**config.mk**
```make
export PLATFORM = sky130hd
export DESIGN_NAME = line_fill_buffer
export DESIGN_NICKNAME = d
export VERILOG_FILES = /design/src/rtl/line_fill_buffer.sv
export SDC_FILE = /design/constraint.sdc
export NUM_CORES = 1
export LEC_CHECK = 0
export ABC_AREA = 1
export BUFFER_PORTS_ARGS = -buffer_cell sky130_fd_sc_hd__buf_2
export CAP_MARGIN = 25
export CELL_PAD_IN_SITES_DETAIL_PLACEMENT = 1
export CELL_PAD_IN_SITES_GLOBAL_PLACEMENT = 1
export CORE_MARGIN = 2
export CORE_UTILIZATION = 30
export DETAILED_ROUTE_END_ITERATION = 8
export PLACE_DENSITY = 0.75
export SLEW_MARGIN = 20
export SYNTH_ARGS = -nofsm -noshare
export SYNTH_HDL_FRONTEND = slang
export SYNTH_SLANG_ARGS = --single-unit
export TNS_END_PERCENT = 10
```
**constraint.sdc**
```tcl
create_clock -name Clk -period 6.1 [get_ports Clk]
set_clock_uncertainty 0.2 [all_clocks]
set_input_delay 0.305 -clock Clk [delete_from_list [all_inputs] [get_ports Clk]]
set_output_delay 0.305 -clock Clk [all_outputs]
set_load 0.05 [all_outputs]
```
**src/rtl/line_fill_buffer.sv**
```systemverilog
// Line fill buffer: fetches one cache line as a critical-word-first wrapping burst,
// assembles it into LineData and flags the critical word and line completion.
module line_fill_buffer #(
    parameter int unsigned LINE_WORDS = 8
) (
    input  logic                      Clk,
    input  logic                      Rst,
    input  logic                      LB_Enable,
    input  logic [31:0]               WordAddress,
    output logic [31:0]               LineAddress,
    output logic                      LB_FirstWord,
    output logic                      LB_Completed,
    output logic                      LB_Error,
    output logic [31:0]               CritWordData,
    output logic [32*LINE_WORDS-1:0]  LineData,
    output logic                      M_ARValid,
    input  logic                      M_ARReady,
    output logic [31:0]               M_ARAddr,
    input  logic                      M_RValid,
    output logic                      M_RReady,
    input  logic [31:0]               M_RData,
    input  logic                      M_RLast
);
    localparam int unsigned PTR_W = (LINE_WORDS > 1) ? $clog2(LINE_WORDS) : 1;
    localparam int unsigned CNT_W = $clog2(LINE_WORDS + 1);
    localparam logic [PTR_W-1:0] PTR_MAX   = PTR_W'(LINE_WORDS - 1);
    localparam logic [CNT_W-1:0] LAST_BEAT = CNT_W'(LINE_WORDS - 1);

    typedef enum logic [2:0] {IDLE, ADDR, DATA, DONE, DRAIN} state_t;

    state_t           state;
    logic [PTR_W-1:0] ptr;
    logic [CNT_W-1:0] cnt;
    logic             abort;
    logic             run;
    logic             beat;
    logic             last_beat;
    logic [PTR_W-1:0] next_ptr;
    logic [PTR_W-1:0] start_ptr;

    assign beat      = M_RValid && M_RReady;
    assign last_beat = (cnt == LAST_BEAT);
    assign next_ptr  = (ptr == PTR_MAX) ? '0 : ptr + PTR_W'(1);
    assign start_ptr = (LINE_WORDS > 1) ? WordAddress[PTR_W+1:2] : '0;

    // Reset release is retimed so no fill starts on the first edge after release.
    always_ff @(posedge Clk or negedge Rst) begin
        if (!Rst) run <= 1'b0;
        else      run <= 1'b1;
    end

    always_ff @(posedge Clk or negedge Rst) begin
        if (!Rst) begin
            state        <= IDLE;
            ptr          <= '0;
            cnt          <= '0;
            abort        <= 1'b0;
            LineAddress  <= '0;
            LB_FirstWord <= 1'b0;
            LB_Completed <= 1'b0;
            LB_Error     <= 1'b0;
            CritWordData <= '0;
            LineData     <= '0;
            M_ARValid    <= 1'b0;
            M_ARAddr     <= '0;
            M_RReady     <= 1'b0;
        end else begin
            LB_FirstWord <= 1'b0;
            // Every accepted beat advances the wrap pointer and checks RLast placement.
            if (beat) begin
                ptr <= next_ptr;
                cnt <= cnt + CNT_W'(1);
                if (M_RLast != last_beat) LB_Error <= 1'b1;
            end
            case (state)
                IDLE: begin
                    if (LB_Enable && run) begin
                        LineAddress <= {WordAddress[31:5], 5'b0};
                        M_ARAddr    <= {WordAddress[31:2], 2'b00};
                        M_ARValid   <= 1'b1;
                        ptr         <= start_ptr;
                        cnt         <= '0;
                        abort       <= 1'b0;
                        LB_Error    <= 1'b0;
                        state       <= ADDR;
                    end
                end
                ADDR: begin
                    if (!LB_Enable) abort <= 1'b1;
                    if (M_ARReady) begin
                        M_ARValid <= 1'b0;
                        M_RReady  <= 1'b1;
                        state     <= (abort || !LB_Enable) ? DRAIN : DATA;
                    end
                end
                DATA: begin
                    if (!LB_Enable) begin
                        state <= DRAIN;
                        if (beat && last_beat) begin
                            state    <= IDLE;
                            M_RReady <= 1'b0;
                        end
                    end else if (beat) begin
                        LineData[32*ptr +: 32] <= M_RData;
                        if (cnt == '0) begin
                            CritWordData <= M_RData;
                            LB_FirstWord <= 1'b1;
                        end
                        if (last_beat) begin
                            state        <= DONE;
                            LB_Completed <= 1'b1;
                            M_RReady     <= 1'b0;
                        end
                    end
                end
                DONE: begin
                    if (!LB_Enable) begin
                        LB_Completed <= 1'b0;
                        state        <= IDLE;
                    end
                end
                DRAIN: begin
                    if (beat && last_beat) begin
                        state    <= IDLE;
                        M_RReady <= 1'b0;
                    end
                end
                default: state <= IDLE;
            endcase
        end
    end
endmodule

```
Word level (Yosys, flattened, before mapping)
Cells that the tools add are included.
{ "totals": {"out_inout_bits": 357, "reg_bits": 362, "inputBits": 70} }
{ "op_classes": {"eq_ne": 17, "n_reduce_logical": 18, "n_mux": 43, "n_shift": 2, "n_addsub": 3} }
{ "op_table": {"columns": ["cell", "count"], "rows": [
  ["bitwise mux 256 bit", 1],
  ["variable shift 32 x 34 -> 256 bit (first input constant)", 1],
  ["indexed part select 32 x 34 -> 256 bit", 1],
  ["two-way mux 3 bit", 13],
  ["negation 8 -> 34 bit", 1],
  ["two-way mux 1 bit", 21],
  ["inequality test 2 bit (second input constant)", 8],
  ["one-hot mux 3 bit (5 select lines)", 1],
  ["two-way mux 4 bit", 3],
  ["AND reduction 3 bit", 3],
  ["AND reduction 4 bit", 2],
  ["equality test 3 x 2 -> 1 bit (second input constant)", 2],
  ["equality test 3 bit (second input constant)", 2],
  ["inequality test 3 bit (second input constant)", 2],
  ["one-hot mux 1 bit (2 select lines)", 3],
  ["AND reduction 6 bit", 1],
  ["AND reduction 5 bit", 1],
  ["adder 4 x 1 -> 4 bit (second input constant)", 1],
  ["equality test 4 x 3 -> 1 bit (second input constant)", 1],
  ["logical NOT 4 bit", 1],
  ["nonzero test 2 bit", 2],
  ["adder 3 x 1 -> 3 bit (second input constant)", 1],
  ["equality test 3 x 1 -> 1 bit (second input constant)", 1],
  ["logical AND 1 bit", 3],
  ["other kinds (7)", 7]
]} }

Longest topological paths before layout
{ "logic_depth": {"ltp_word": 6, "ltp_mapped": 12} }

Worst setup path before layout
OpenSTA, ideal clock, no wires.
{ "synth_path": {"path_kind": "reg-to-reg", "from": "register ptr[0]", "to": "register LineData[195]", "setup_slack_ns": 3.852, "path_buffers": 3, "path_stages_with_launch": 12, "t_required_ns": 5.834, "t_arrival_ns": 1.982, "path_cell_list": "dfrtp_1 buf_4 inv_4 ha_1 ha_1 buf_4 inv_2 clkbuf_1 nand4_1 nor2_1 nand3_1 nand2_1"} }
{ "synth_between": {"elab_chain_cells": 3, "elab_cells_between_ends": 4, "cone_classes": "1 x add/sub; 2 x shift; 1 x mux"} }
{ "synth_lines": {"columns": ["element", "line_no", "text"], "rows": [
  ["start, declared", "32", "logic [PTR_W-1:0] ptr;"],
  ["start signal, assigned", "71", "ptr <= next_ptr;"],
  ["start signal, assigned", "81", "ptr <= start_ptr;"],
  ["negation 8 -> 34 bit *", "104", "LineData[32*ptr +: 32] <= M_RData;"],
  ["indexed part select 32 x 34 -> 256 bit / variable shift 32 x 34 -> 256 bit (equally long branches)", "104", null],
  ["bitwise mux 256 bit *", "104", null],
  ["end signal, assigned by index", "104", null],
  ["end, declared", "15", "output logic [32*LINE_WORDS-1:0] LineData,"]
]} }
Every way passes the cells marked *; elsewhere a longest branch is shown, timed or not.
A chain may end at the register's enable or synchronous reset.

Final worst setup path
{ "layout_path": {"from": "register ptr[1]", "to": "register LineData[83]"} }
Same word-level chain as after synthesis.

==> qor.yml <==
worst_setup_path:
  critPathRequiredTime_ps: 6330
  cp.depth: 9
  worstSetupPathType: "register to register"
  setup.worst_path.start: "ptr[1]"
  crit_path_end: "LineData[83]"
  r2r_setup_slack_ps: 2320
  end_kind: "register"
  start_kind: "register"
  path_cells: "inv_1 > ha_4 > inv_2 > nor2_2 > buf_4 > nand2_1 > buf_16 > nand2_1 > nand2_1"
  cp_max_fo: 72
  cpPeakStageDelay_ps: 890
  critPathSlowestCell: "ha_4"
  r2r_end: "LineData[83]"
  path_buf_inv: 4
  critical-path-top-delay-family: "buffers and inverters"
  cpMostUsedCell: "nand2_1"
  reg2reg_depth: 9
  regToRegStartpoint: "ptr[1]"
  crit_arrival_ps: 4010
synthesis:
  yosys.area.top_type: "dfrtp_1"
  synth_area_um2: 15000
  yosys.area_share.simple_pct: 31.9
  synth_ff_type: "dfrtp_1"
  yosys_warnings: 0
  synthArstFlopShare_pct: 100
  ys_seq_elements: 335
  synth_top_family_by_area: "simple AND/OR/NAND/NOR gates"
  synth_edf_count: 0
  synth_area_leaders: "dfrtp_1 56%, nand2_1 20%, nand3_1 5.4%"
  ys_seq_area_share_pct: 56.0
  netlist_instances: 1842
  netlist.area_leader.share_pct: 56.0
  avgSynthCellArea_um2: 8.13
  synth_cell_types: 31
  synth_xor_area_share_pct: 0
  synthTopCellsByCount: "787 x nand2_1, 335 x dfrtp_1, 161 x nand3_1, 156 x nor2_1, 83 x o21ai_1"
  synth_most_common_cell: "nand2_1"
  synth_compound_gate_area_share_pct: 4.66
  synth.area.mux_share_pct: 0
  synth_adder_area_share_pct: 0.585
pwr:
  swShare_pct: 22.7
  power_frac_seq_pct: 46.0
  leakagePower_nw: 11.0
  ir_worst_vdd_v: 0.000168
  pwr-share-comb_pct: 3.5
  switching_power_mw: 1.10
  p_int_mw: 3.74
  clockPowerShare_pct: 50.5
  power_density_nw_per_um2: 250
cts:
  post-cts-setup-buffers: 0
  cts_hold_buf: 67
  path_clk_slew_ps: 60
  htreeDepth: 2
  cts_tree: "yes"
  cts_resized: 0
  cts-buffers-inserted: 40
  root_buffer: "clkbuf_16"
  cts.sinks: 335
  clk_latency_ps: 550
  clockBufferDepth: 3
drt:
  first_pass_iters: 4
  wl_met1_mm: 24.6
  avgViaCountPerCell: 4.89
  wirelength_mm: 60.9
  avgRoutedWirePerCell_um: 20.8
  drt_iter0_drc: 730
  antenna_left: 0
  dr_wl_met2_mm: 29.6
  drc: 0
  num_vias: 14300
  highest_layer: "met4"
  wl_met3_mm: 4.36
finish:
  layout.nets: 2319
  finalNonFillerCells: 2935
  diodes: 0
  area_growth_pct: 29.3
  drive_above_1_share_pct: 23.6
  fin_util_pct: 39.4
floorplanning:
  die-area_um2: 51700
  die_w_um: 227
  initial_utilization_pct: 30.5
  ios: 427
  core-area_um2: 49200
  num_rows: 81
  die_y_um: 227
global_routing:
  grt_first_pass_wirelength_mm: 92.1
  grt_usage_pct: 23.5
  grt_pass1_vias: 15300
  antenna_found_initial: 1
  grt_remaining_overflow: 0
  grt_max_degree: 152
placement:
  preCtsSetupSlack_ps: 2310
  place_hpwl_mm: 40.6
  port_buffers: 417
  dp.cells: 2797
  gp_congestion: 0.827
sta:
  worst_pin_slew_ps: 1020
  worst_slack_ps: 2320
  whs_ps: 92.6
  layout_worst_path_cycle_share_pct: 61.9
  rsz0062_at_grt: "no"
  max_freq_ghz: 0.265
  maxSlewViolCount: 0
  setup_viol: 0
  hold_violations: 0
  min_period_ps: 3780
  tns_ps: 0
  relSlewSlack_pct: 32.2
worst_hold_path:
  hp-class: "primary input to asynchronous set/reset pin"
job:
  cap_viol_max_count: 0
status:
  status: "completed"
per-layer routing:
metal	vias up	global-route usage [%]
li1	6594	-
met1	7140	28.3
met2	488	40.1
met3	121	5.67
met4	0	9.74
met5	-	0
layout by cell type (no fill, tap or decap), types with 2 or more instances in the layout:
cell type,count
buf_16,2
inv_6,2
clkbuf_1,9
dlygate4sd3_1,67
nor2_4,5
buf_12,2
nor3_1,7
buf_2,416
dfrtp_1,335
inv_2,6
nand2_2,5
bufinv_16,2
nor3_4,2
o21ai_2,4
buf_4,17
nand3_1,161
nand4_1,35
clkbuf_16,41
clkinv_2,4
o21ai_0,42
nand2_4,4
clkbuf_8,12
a21oi_1,3
ha_1,6
conb_1,8
inv_1,37
nor2_1,154
nand3_2,3
o21ai_1,83
nand2_1,784
nor2_2,4
cells by family (layout without fill, tap and decap cells):
kind of cell,Yosys count,in the layout
and+or+nand+nor,1165,1165
adders and majority gates,7,7
buffers and inverters,198,621
other,2,8
DFF,335,335
AOI/OAI and AO/OA,135,135
worst min-delay path by stage:
stage / startpoint / endpoint / slack (ps) / cells past startpoint
final: Rst / LineData[137] / 90 / 2
after global routing: Rst / LineData[14] / 110 / 2
after CTS: Rst / LineData[14] / 80 / 2
after detailed placement: Rst / LineData[73] / 70 / 1
after global placement: Rst / LineData[73] / 80 / 1
after floorplan: Rst / CritWordData[0] / -190 / 0
layout make-up:
| type | instances | area, um2 |
|---|---|---|
| Timing Repair Buffer | 505 | 2990 |
| Tap cell | 664 | 831 |
| Clock inverter | 9 | 106 |
| Fill cell | 6000 | 29800 |
| Inverter | 45 | 171 |
| Clock buffer | 62 | 1220 |
| Sequential cell | 335 | 8380 |
| Multi-Input combinational cell | 1315 | 5650 |
power by group through the flow:
stage	clock network (mW)	logic, mW	registers, mW
floorplan	0	0.0271	2.26
global placement	0	0.134	2.26
detailed placement	0	0.136	2.26
CTS	2.50	0.170	2.22
global route	2.58	0.185	2.22
finish	2.44	0.169	2.22
state kept, by name, indices dropped and copies added (netlist names):
| name | flops |
|---|---|
| LB_Completed | 1 |
| run | 1 |
| M_ARValid | 1 |
| LB_Error | 1 |
| M_RReady | 1 |
| cnt | 4 |
| LineData | 256 |
| state | 3 |
| LB_FirstWord | 1 |
| CritWordData | 32 |
| ptr | 3 |
| abort | 1 |
| M_ARAddr | 30 |
metrics by stage:
step	power, mW	area (um2)
2_1_floorplan	2.29	15000
3_3_place_gp	2.40	17300
3_5_place_dp	2.40	17300
4_1_cts	4.89	19400
5_1_grt	4.99	19400
6_report	4.84	19400
No activity file was read; power rests on OpenSTA's default activity.
